==> config.mk <==
export PLATFORM = sky130hd
export DESIGN_NAME = imem_loader_flat
export DESIGN_NICKNAME = d
export VERILOG_FILES = /design/src/rtl/imem_loader_pkg.sv /design/src/rtl/imem_loader_if.sv /design/src/rtl/imem_loader_word_asm.sv /design/src/rtl/imem_loader.sv /design/src/flat_wrapper.sv
export SDC_FILE = /design/constraint.sdc
export NUM_CORES = 1
export LEC_CHECK = 0
export ABC_AREA = 1
export CAP_MARGIN = 30
export CELL_PAD_IN_SITES_DETAIL_PLACEMENT = 0
export CELL_PAD_IN_SITES_GLOBAL_PLACEMENT = 1
export CORE_ASPECT_RATIO = 0.7
export CORE_MARGIN = 2
export CORE_UTILIZATION = 45
export DETAILED_ROUTE_END_ITERATION = 6
export PLACE_DENSITY = 0.91
export SYNTH_ARGS = -nofsm -noshare
export SYNTH_HDL_FRONTEND = slang
export SYNTH_SLANG_ARGS = --single-unit
==> constraint.sdc <==
create_clock -name clock -period 4.63 [get_ports clock]
set_input_delay 0.6945 -clock clock [delete_from_list [all_inputs] [get_ports clock]]
set_output_delay 0.6945 -clock clock [all_outputs]
set_load 0.005 [all_outputs]
==> src/rtl/imem_loader_pkg.sv <==
// Shared types and constants for the instruction-memory loader.
package imem_loader_pkg;

   typedef enum logic [2:0] {
      ST_IDLE,
      ST_LEN_HI,
      ST_LEN_LO,
      ST_DATA,
      ST_CHK,
      ST_DONE,
      ST_ERR
   } state_e;

   localparam int LEN_BYTES      = 2;
   localparam int BYTES_PER_WORD = 4;
   localparam int LEN_W          = 8 * LEN_BYTES;

   // True when a frame of len words fits in a RAM of 2**addr_w words.
   function automatic logic len_fits(input logic [LEN_W-1:0] len, input int addr_w);
      return {16'd0, len} <= (32'd1 << addr_w);
   endfunction

endpackage

==> src/rtl/imem_loader_if.sv <==
// Byte-in / RAM-write / status bundle of the instruction-memory loader.
interface imem_loader_if #(
   parameter int ADDR_W = 14
) ();
   logic              start;
   logic [7:0]        rx_data;
   logic              rx_valid;
   logic              wr_en;
   logic [ADDR_W-1:0] wr_addr;
   logic [31:0]       wr_data;
   logic              cpu_hold;
   logic              busy;
   logic              done;
   logic              err;
   logic [ADDR_W:0]   word_count;

   modport master (
      output start, rx_data, rx_valid,
      input  wr_en, wr_addr, wr_data, cpu_hold, busy, done, err, word_count
   );

   modport slave (
      input  start, rx_data, rx_valid,
      output wr_en, wr_addr, wr_data, cpu_hold, busy, done, err, word_count
   );
endinterface

==> src/rtl/imem_loader_word_asm.sv <==
// Packs a stream of bytes into big-endian 32-bit words (first byte -> [31:24]).
// word_last flags that the next push completes a word; word/word_ready are
// registered and present the finished word for exactly one cycle.
module loader_word_asm
   import imem_loader_pkg::*;
(
   input  logic        clock,
   input  logic        reset,
   input  logic        clear,
   input  logic        push,
   input  logic [7:0]  byte_in,
   output logic        word_last,
   output logic [31:0] word,
   output logic        word_ready
);

   localparam logic [1:0] IDX_LAST = 2'(BYTES_PER_WORD - 1);
   localparam logic [1:0] IDX_ONE  = 2'd1;

   logic [1:0]  idx_q, idx_d;
   logic [23:0] shift_q, shift_d;
   logic [31:0] word_q, word_d;
   logic        ready_q, ready_d;

   // Next-state: shift bytes in, emit the word on the last byte.
   always_comb begin
      // NOTE: every variable gets a default first so no path leaves it unassigned (no latch).
      idx_d   = idx_q;
      shift_d = shift_q;
      word_d  = word_q;
      ready_d = 1'b0;
      if (clear) begin
         idx_d   = '0;
         shift_d = '0;
      end else if (push) begin
         if (idx_q == IDX_LAST) begin
            word_d  = {shift_q, byte_in};
            ready_d = 1'b1;
            idx_d   = '0;
         end else begin
            shift_d = {shift_q[15:0], byte_in};
            idx_d   = idx_q + IDX_ONE;
         end
      end
   end

   // State registers.
   always_ff @(posedge clock or negedge reset) begin
      // NOTE: async active-low reset clears every flop; state updates use non-blocking assignments only.
      if (!reset) begin
         idx_q   <= '0;
         shift_q <= '0;
         word_q  <= '0;
         ready_q <= 1'b0;
      end else begin
         idx_q   <= idx_d;
         shift_q <= shift_d;
         word_q  <= word_d;
         ready_q <= ready_d;
      end
   end

   assign word_last  = (idx_q == IDX_LAST);
   assign word       = word_q;
   assign word_ready = ready_q;

endmodule

==> src/rtl/imem_loader.sv <==
// UART-to-instruction-RAM programmer. Frame: 16-bit big-endian word count N,
// then 4*N data bytes; words are written from address 0 while the CPU is held
// in reset. Optional trailer checksum (XOR of data bytes) enabled by defining
// IMEM_LOADER_CHECKSUM_EN.
module imem_loader
   import imem_loader_pkg::*;
#(
   parameter int ADDR_W      = 14,
   parameter int TIMEOUT_CYC = 2_000_000
) (
   input logic          clock,
   input logic          reset,
   imem_loader_if.slave bus
);

   localparam int              TMO_W    = $clog2(TIMEOUT_CYC + 1);
   localparam logic [TMO_W-1:0] TMO_LAST = TMO_W'(TIMEOUT_CYC - 1);
   localparam logic [TMO_W-1:0] TMO_ONE  = 1;
   localparam logic [ADDR_W:0]  CNT_ONE  = 1;

   state_e             state_q, state_d;
   logic [7:0]         len_hi_q, len_hi_d;
   logic [LEN_W-1:0]   len_q, len_d;
   logic [ADDR_W-1:0]  wr_addr_q, wr_addr_d;
   logic [ADDR_W:0]    word_count_q, word_count_d;
   logic [TMO_W-1:0]   tmo_q, tmo_d;
   logic               busy_q, busy_d;
   logic               done_q, done_d;
   logic               err_q, err_d;
   logic               cpu_hold_q, cpu_hold_d;
`ifdef IMEM_LOADER_CHECKSUM_EN
   logic [7:0]         chk_q, chk_d;
`endif

   logic               loading, all_words, byte_taken, take_start;
   logic [LEN_W-1:0]   new_len;
   logic               asm_push, asm_last, asm_ready;
   logic [31:0]        asm_word;

   assign new_len = {len_hi_q, bus.rx_data};

   loader_word_asm u_word_asm (
      .clock      (clock),
      .reset      (reset),
      .clear      (take_start),
      .push       (asm_push),
      .byte_in    (bus.rx_data),
      .word_last  (asm_last),
      .word       (asm_word),
      .word_ready (asm_ready)
   );

   // Session FSM, counters and status next-state.
   always_comb begin
      state_d      = state_q;
      len_hi_d     = len_hi_q;
      len_d        = len_q;
      wr_addr_d    = wr_addr_q;
      word_count_d = word_count_q;
      busy_d       = busy_q;
      done_d       = done_q;
      err_d        = err_q;
      cpu_hold_d   = cpu_hold_q;
`ifdef IMEM_LOADER_CHECKSUM_EN
      chk_d        = chk_q;
`endif
      asm_push     = 1'b0;

      loading    = state_q inside {ST_LEN_HI, ST_LEN_LO, ST_DATA, ST_CHK};
      all_words  = 32'(word_count_q) == 32'(len_q);
      byte_taken = bus.rx_valid && loading && !(state_q == ST_DATA && all_words);
      take_start = bus.start && !loading;
      tmo_d      = loading ? tmo_q + TMO_ONE : '0;

      case (state_q)
         ST_IDLE, ST_DONE, ST_ERR: begin
            // A coincident byte is dropped: only start is acted on here.
            if (take_start) begin
               state_d      = ST_LEN_HI;
               busy_d       = 1'b1;
               cpu_hold_d   = 1'b1;
               done_d       = 1'b0;
               err_d        = 1'b0;
               word_count_d = '0;
               wr_addr_d    = '0;
`ifdef IMEM_LOADER_CHECKSUM_EN
               chk_d        = '0;
`endif
            end
         end
         ST_LEN_HI: begin
            if (bus.rx_valid) begin
               len_hi_d = bus.rx_data;
               state_d  = ST_LEN_LO;
            end
         end
         ST_LEN_LO: begin
            if (bus.rx_valid) begin
               len_d = new_len;
               if (!len_fits(new_len, ADDR_W)) begin
                  state_d = ST_ERR;
               end else if (new_len == '0) begin
`ifdef IMEM_LOADER_CHECKSUM_EN
                  state_d = ST_CHK;
`else
                  state_d = ST_DONE;
`endif
               end else begin
                  state_d = ST_DATA;
               end
            end
         end
         ST_DATA: begin
            if (byte_taken) begin
               asm_push = 1'b1;
`ifdef IMEM_LOADER_CHECKSUM_EN
               chk_d = chk_q ^ bus.rx_data;
`endif
               if (asm_last) begin
                  // Address/count move with the byte that completes the word,
                  // so they are valid alongside the registered write strobe.
                  wr_addr_d    = word_count_q[ADDR_W-1:0];
                  word_count_d = word_count_q + CNT_ONE;
`ifdef IMEM_LOADER_CHECKSUM_EN
                  if (32'(word_count_q + CNT_ONE) == 32'(len_q)) state_d = ST_CHK;
`endif
               end
            end
`ifndef IMEM_LOADER_CHECKSUM_EN
            // all_words first holds in the write-strobe cycle of the last word.
            else if (all_words) begin
               state_d = ST_DONE;
            end
`endif
         end
`ifdef IMEM_LOADER_CHECKSUM_EN
         ST_CHK: begin
            if (bus.rx_valid) state_d = (bus.rx_data == chk_q) ? ST_DONE : ST_ERR;
         end
`endif
         default: state_d = ST_IDLE;
      endcase

      if (byte_taken) begin
         tmo_d = '0;
      end else if (loading && tmo_q == TMO_LAST && state_d == state_q) begin
         state_d = ST_ERR;
      end

      if (state_d == ST_DONE && state_q != ST_DONE) begin
         done_d     = 1'b1;
         busy_d     = 1'b0;
         cpu_hold_d = 1'b0;
      end
      if (state_d == ST_ERR && state_q != ST_ERR) begin
         err_d  = 1'b1;
         busy_d = 1'b0;
      end
   end

   // State and registered outputs.
   always_ff @(posedge clock or negedge reset) begin
      if (!reset) begin
         state_q      <= ST_IDLE;
         len_hi_q     <= '0;
         len_q        <= '0;
         wr_addr_q    <= '0;
         word_count_q <= '0;
         tmo_q        <= '0;
         busy_q       <= 1'b0;
         done_q       <= 1'b0;
         err_q        <= 1'b0;
         cpu_hold_q   <= 1'b0;
`ifdef IMEM_LOADER_CHECKSUM_EN
         chk_q        <= '0;
`endif
      end else begin
         state_q      <= state_d;
         len_hi_q     <= len_hi_d;
         len_q        <= len_d;
         wr_addr_q    <= wr_addr_d;
         word_count_q <= word_count_d;
         tmo_q        <= tmo_d;
         busy_q       <= busy_d;
         done_q       <= done_d;
         err_q        <= err_d;
         cpu_hold_q   <= cpu_hold_d;
`ifdef IMEM_LOADER_CHECKSUM_EN
         chk_q        <= chk_d;
`endif
      end
   end

   assign bus.wr_en      = asm_ready;
   assign bus.wr_data    = asm_word;
   assign bus.wr_addr    = wr_addr_q;
   assign bus.word_count = word_count_q;
   assign bus.busy       = busy_q;
   assign bus.done       = done_q;
   assign bus.err        = err_q;
   assign bus.cpu_hold   = cpu_hold_q;

endmodule

==> src/flat_wrapper.sv <==
// flat-port wrapper written by rule: the top's interface ports become plain ports
module imem_loader_flat import imem_loader_pkg::*;
#(
   parameter int ADDR_W      = 14,
   parameter int TIMEOUT_CYC = 2_000_000
)
  (clock, reset, bus_start, bus_rx_data, bus_rx_valid, bus_wr_en, bus_wr_addr, bus_wr_data, bus_cpu_hold, bus_busy, bus_done, bus_err, bus_word_count);
  imem_loader_if #(.ADDR_W(ADDR_W)) bus_i ();
  input logic clock;
  input logic reset;
  input wire logic [$bits(bus_i.start)-1:0] bus_start;
  input wire logic [$bits(bus_i.rx_data)-1:0] bus_rx_data;
  input wire logic [$bits(bus_i.rx_valid)-1:0] bus_rx_valid;
  output wire logic [$bits(bus_i.wr_en)-1:0] bus_wr_en;
  output wire logic [$bits(bus_i.wr_addr)-1:0] bus_wr_addr;
  output wire logic [$bits(bus_i.wr_data)-1:0] bus_wr_data;
  output wire logic [$bits(bus_i.cpu_hold)-1:0] bus_cpu_hold;
  output wire logic [$bits(bus_i.busy)-1:0] bus_busy;
  output wire logic [$bits(bus_i.done)-1:0] bus_done;
  output wire logic [$bits(bus_i.err)-1:0] bus_err;
  output wire logic [$bits(bus_i.word_count)-1:0] bus_word_count;
  assign bus_i.start = bus_start;
  assign bus_i.rx_data = bus_rx_data;
  assign bus_i.rx_valid = bus_rx_valid;
  assign bus_wr_en = bus_i.wr_en;
  assign bus_wr_addr = bus_i.wr_addr;
  assign bus_wr_data = bus_i.wr_data;
  assign bus_cpu_hold = bus_i.cpu_hold;
  assign bus_busy = bus_i.busy;
  assign bus_done = bus_i.done;
  assign bus_err = bus_i.err;
  assign bus_word_count = bus_i.word_count;
  imem_loader #(.ADDR_W(ADDR_W), .TIMEOUT_CYC(TIMEOUT_CYC)) u_core (.clock(clock), .reset(reset), .bus(bus_i));
endmodule
## Yosys cells after proc, flatten, opt, wreduce, memory -nomap -nowiden

Cells that the tools add are included.

- Add/subtract/negate cells: 3
- Order comparisons: 1
- Equality and inequality tests: 18
- Multiplexer cells: 39
- Bitwise gates (word level): 1
- Reduce and logical (&&, ||, !) cells: 30

Operators by type and width:

| cell | number |
|---|---|
| $mux 24 | 3 |
| $mux 15 | 3 |
| $mux 14 | 3 |
| $mux 21 | 2 |
| $pmux 15 s2 | 1 |
| $pmux 14 s2 | 1 |
| $mux 3 | 9 |
| $add 21x1->21 const B | 1 |
| $eq 21x21->1 const B | 1 |
| $eq 15x16->1 | 1 |
| $le 16x15->1 const B | 1 |
| $logic_not 16->1 | 1 |
| $add 15x1->15 const B | 1 |
| $eq 3x3->1 const B | 5 |
| $mux 1 | 13 |
| $pmux 3 s4 | 1 |
| $reduce_and 2->1 | 6 |
| $reduce_bool 2->1 | 6 |
| $logic_and 1x1->1 | 8 |
| $ne 2x1->1 const B | 4 |
| $eq 3x2->1 const B | 2 |
| $mux 2 | 3 |
| $ne 3x3->1 const B | 2 |
| $reduce_bool 3->1 | 2 |
| other kinds (11) | 12 |

- Register bits: 140
- Input bits: 12

## Longest topological paths before layout

- Word-level depth: 14
- Depth in mapped cells: 16
- Mapped depth without buffers: 14

## By module

A second synthesis with hierarchy kept.

- Cell total of the unflattened synthesis: 864
- Area total of the unflattened synthesis: 6994.2 um2

By module, submodules not included:

| module | times used | cells each | area each (um2) |
|---|---|---|---|
| imem_loader | 1 | 572 | 4377.9 |
| loader_word_asm | 1 | 292 | 2616.3 |

## Worst setup path after synthesis

No wires, ideal clock.

- Kind: input to register
- From: in bus_rx_data[7]
- To: reg u_core.busy_q, in the netlist u_core.bus.busy
- Setup time: 0.077 ns
- Data arrival time: 1.702 ns
- Setup slack: 2.851 ns
- Stages: 11
- Cells stage by stage: nor2_1 nand2_1 nor2_1 nand2_1 nand2_1 nand2_1 nand2_1 nand2_1 o211ai_1 o21ai_0 a21oi_1

- Word-level cells in the longest chain between the ends: 13

Ends and longest elaborated chain:

| what | line | RTL |
|---|---|---|
| start: declaration | flat_wrapper.sv:12 | `input wire logic [$bits(bus_i.rx_data)-1:0] bus_rx_data;` |
| branches (longest 2 deep; another with $le 16x15->1) | -- |  |
| $mux 3 (*) | imem_loader.sv:100 | `if (!len_fits(new_len, ADDR_W)) begin` |
| $mux 3 (*) | imem_loader.sv:98 | `if (bus.rx_valid) begin` |
| $pmux 3 s4 (*) | imem_loader.sv:75 | `case (state_q)` |
| $eq 3x3->1 | imem_loader.sv:146 | `end else if (loading && tmo_q == TMO_LAST && state_d == state_q) begin` |
| $logic_and 1x1->1 | imem_loader.sv:146 |  |
| $mux 3 | imem_loader.sv:146 |  |
| $mux 3 (*) | imem_loader.sv:144 | `if (byte_taken) begin` |
| $eq 3x3->1, on equally long branches | imem_loader.sv:155, imem_loader.sv:150 |  |
| $logic_and 1x1->1, on equally long branches | imem_loader.sv:155, imem_loader.sv:150 |  |
| $reduce_bool 3->1 (no line) / $mux 1 (equally long branches) | -- |  |
| $reduce_and 2->1 (no line) / $mux 1 (equally long branches) | -- |  |
| end signal: assignment | imem_loader.sv:184 | `busy_q <= busy_d;` |
| end: declaration | imem_loader.sv:27 | `logic busy_q, busy_d;` |

Mark *: on every way between the ends.
A chain may end at the register's enable or synchronous reset.

## Final worst setup path

- From: reg u_core.word_count_q[3], in the netlist u_core.bus.word_count[3]
- To: reg u_core.u_word_asm.shift_q[13]

- Word-level cells in the longest chain between the ends: 8

Ends and longest elaborated chain:

| what | line | RTL |
|---|---|---|
| start: declaration | imem_loader.sv:25 | `logic [ADDR_W:0] word_count_q, word_count_d;` |
| start signal: assignment | imem_loader.sv:182 | `word_count_q <= word_count_d;` |
| $eq 15x16->1 | imem_loader.sv:70 | `all_words = 32'(word_count_q) == 32'(len_q);` |
| $logic_and 1x1->1 | imem_loader.sv:71 | `byte_taken = bus.rx_valid && loading && !(state_q == ST_DATA && all_words);` |
| $logic_not 1->1 | imem_loader.sv:71 |  |
| $logic_and 1x1->1 | imem_loader.sv:71 |  |
| $mux 1 | imem_loader.sv:114 | `if (byte_taken) begin` |
| $mux 1 | imem_loader.sv:75 |  |
| $reduce_bool 2->1 (no line) | -- |  |
| $reduce_and 2->1 (no line) | -- |  |
| end signal: assignment | imem_loader_word_asm.sv:57 | `shift_q <= shift_d;` |
| end: declaration | imem_loader_word_asm.sv:21 | `logic [23:0] shift_q, shift_d;` |

No other way between the ends.

==> impl_results.md <==
- Run status: completed
- Clk buf depth: 2
- Vias/cell: 5.152
- Mapped Nets: 781
- Leak Pwr: 3.735 nW
- Compound-cell area share of the yosys netlist: 0.07916
- Placeable Area: 13960 sq um
- Final setup vio count: 0
- Required @ worst endpoint: 4.94 ns
- Pin count of the biggest net entering global routing: 59
- Post-synth EDFFs: 0
- P_int: 2.741 mW
- N_diodes: 0
- Unique masters post-synth: 41
- Initial DRC count: 516
- Final nets: 855
- Grt ovf: 0
- Synth Area in Adders: 0.005806
- Fin util: 0.5688
- Final worst path period need: 2.570 ns
- Die ar.: 15360 sq um
- Setup Skew: 0.01320 ns
- RSZ-0062 raised after global routing: false
- Clock Sinks: 140
- Actual slew at the worst max-slew pin: 0.7117 ns
- Largest family of logic cells by synthesized area: simple AND/OR/NAND/NOR gates
- Std cell rows: 36
- P&R area growth vs syn: 22.86%
- Mux cell area share after synthesis: 0.001742
- Slew HR: 0.5244
- Peak VDD IR: 0.0003149 V
- TritonCTS Buffers: 17
- Clock power share: 0.309
- Tcrit/Tclk final: 0.5550
- IO buf count: 77
- Syn. warnings: 0
- TritonCTS clock tree: built
- Seq pwr share: 0.402
- DR WL/cell: 15.11 um
- Syn Inst Count: 766
- Setup TNS: 0 ns
- Antenna-violating nets left: 0
- Combinational power share: 0.288
- Sequential area share after synthesis: 0.5419
- Post-synth top area share: 0.5419
- Fmax: 389.2 MHz
- Most numerous cell in the Yosys netlist: nand2_1
- Syn Area/Cell: 8.440 sq um
- Vias: 5374
- Vias in the first global route: 5050
- Register bit total from synthesis: 140
- IO Count: 78
- Area leader, netlist: dfrtp_1
- Number of hold buffers added after cts: 0
- Fin Hold WS: 0.2271 ns
- Gpl congestion: 0.9107
- Hpwl dp: 10.94 mm
- CTS H-tree depth: 4
- Fraction of registers with async set/reset: 1.000
- Fin. max-slew vios: 0
- Sw frac: 0.3605
- Max-cap violations: 0
- DRT Wirelength: 15.76 mm
- Total GRT Usage: 0.2175
- Crit Path Class: reg2reg
- Hold crit path type: in2async
- Global-route wire length before repair: 26.50 mm
- Die width: 147.3 um
- CTS root buffer: clkbuf_16
- Final Power: 4.287 mW
- XOR/XNOR share of the synthesized area: 0.02980
- CP endpoint kind: flop
- Setup Buffers After CTS: 0
- DRC viols: 0
- Simple-gate share of the synthesized area: 0.2725
- Startpoint Class: flop
- Initial antenna violation count: 0
- Resize count post-CTS: 0
- NetSw: 1.545 mW
- Clock-pin slew on the worst setup and hold paths: 0.07 ns
- Crit path arrival time: 2.88 ns
- Synth top cells by count: nand2_1 (232), dfrtp_1 (140), inv_1 (64)
- Critical path fanouts, max: 35
- Most used flip-flop cell after synthesis: dfrtp_1
- Length in cells of the worst reg-to-reg path: 13
- Share of post-route cells with drive strength above 1: 0.07855
- Die Ht: 104.3 um
- Ranking of synthesized cells by area: dfrtp_1 (54%), nand2_1 (13%), nand3_1 (4.3%)
- Cell Pwr Density: 539.7 nW/um^2
- 1st-pass router iterations: 5
- Starting Density: 0.4630
- Cell Area, Synth: 6465 sq um
- Skew-Pair Late Insertion Delay: 0.42 ns
- Final hold viol count: 0
==> cell type report <==
class	instances	area [sq um]
Fill cell	1246	6021
Multi-Input combinational cell	524	2515
Clock buffer	19	442.9
Timing Repair Buffer	81	822.0
Inverter	76	290.3
Tap cell	190	237.7
Sequential cell	140	3503
Clock inverter	13	131.4
==> sequential cells by signal, summed over array words and instances, names as in the netlist <==
register and flops:
u_core.bus.busy 1, u_core.bus.cpu_hold 1, u_core.bus.done 1, u_core.bus.err 1
u_core.bus.word_count 15, u_core.bus.wr_addr 14, u_core.len_hi_q 8, u_core.len_q 16
u_core.state_q 3, u_core.tmo_q 21, u_core.u_word_asm.idx_q 2, u_core.u_word_asm.shift_q 24
u_core.u_word_asm.word 32, u_core.u_word_asm.word_ready 1
==> critical path, cell delays in order (launching register included) <==
cell	delay, ns
dfrtp_1	0.57
inv_2	0.15
nand2_1	0.09
nand2_1	0.05
nor2_1	0.09
nand2_1	0.09
nor2_2	0.16
nand2_1	0.09
nand2_2	0.11
nor2_4	0.06
nand2_2	0.45
nand2_2	0.32
nand3_1	0.17
nand2_1	0.06
==> power groups by stage <==
| stage | clock network, mW | registers [mW] | logic, mW |
|---|---|---|---|
| final | 1.33 | 1.72 | 1.24 |
| after global routing | 1.41 | 1.76 | 1.40 |
| after CTS | 1.34 | 1.72 | 1.23 |
| after detailed placement | 0 | 1.73 | 1.22 |
| after global placement | 0 | 1.73 | 1.20 |
| after floorplan | 0 | 1.70 | 0.837 |
==> routing by layer <==
| layer | part of all wire | GRT usage | up-vias |
|---|---|---|---|
| met3 | 0.067 | 0.05351 | 15 |
| met2 | 0.40 | 0.2844 | 165 |
| met4 | 0.011 | 0.05701 | 0 |
| li1 | - | - | 2603 |
| met5 | 0 | 0 | - |
| met1 | 0.52 | 0.3519 | 2591 |
==> layout by cell type (no fill, tap or decap), types with 2 or more instances in the layout <==
cell type,count
o21ai_1,21
nor2_2,2
ha_1,3
xnor2_1,4
o22ai_1,3
clkinvlp_4,4
o21ai_0,54
nor4_1,3
a31oi_1,2
inv_8,2
nor3_1,12
nor2_1,62
nor3_2,2
clkdlybuf4s50_1,76
a211oi_1,3
inv_2,10
inv_6,5
inv_4,2
inv_1,64
dfrtp_1,140
clkbuf_16,17
nand3_2,2
nand3b_1,12
nor2_4,2
o21ai_2,4
nand2_2,3
nand4_1,10
buf_4,3
nand2_1,232
xor2_1,18
a21oi_1,5
nand3_1,55
==> path summary, 6_finish.rpt <==
path                                          start                             to  slack, ns
max                        u_core.bus.word_count[3]  u_core.u_word_asm.shift_q[13]       2.06
min                                           reset          u_core.bus.wr_addr[6]       0.23
max reg2reg                u_core.bus.word_count[3]  u_core.u_word_asm.shift_q[13]       2.06
min reg2reg                         u_core.tmo_q[0]                u_core.tmo_q[0]       0.47
max in group asynchronous                     reset             u_core.len_hi_q[3]       3.31
min in group clock                  u_core.tmo_q[0]                u_core.tmo_q[0]       0.47
==> metrics by stage <==
step / std cells / area [sq um] / setup slack [ns]
finish: 1043 / 7943 / 2.060
global route: 1043 / 7943 / 1.852
CTS: 1043 / 7943 / 2.127
detailed placement: 1011 / 7368 / 1.909
global placement: 1010 / 7341 / 1.979
floorplan: 766 / 6465 / 2.851
==> logic make-up (layout without fill, tap and decap cells) <==
kind of cell,count (synthesis),count (layout)
and+or+nand+nor,403,403
adders and majority gates,3,3
muxes,1,1
xor gates and xnor gates,22,22
DFF,140,140
AOI/OAI and AO/OA,95,95
buffers and inverters,102,189
(Power assumes the default switching activity.)
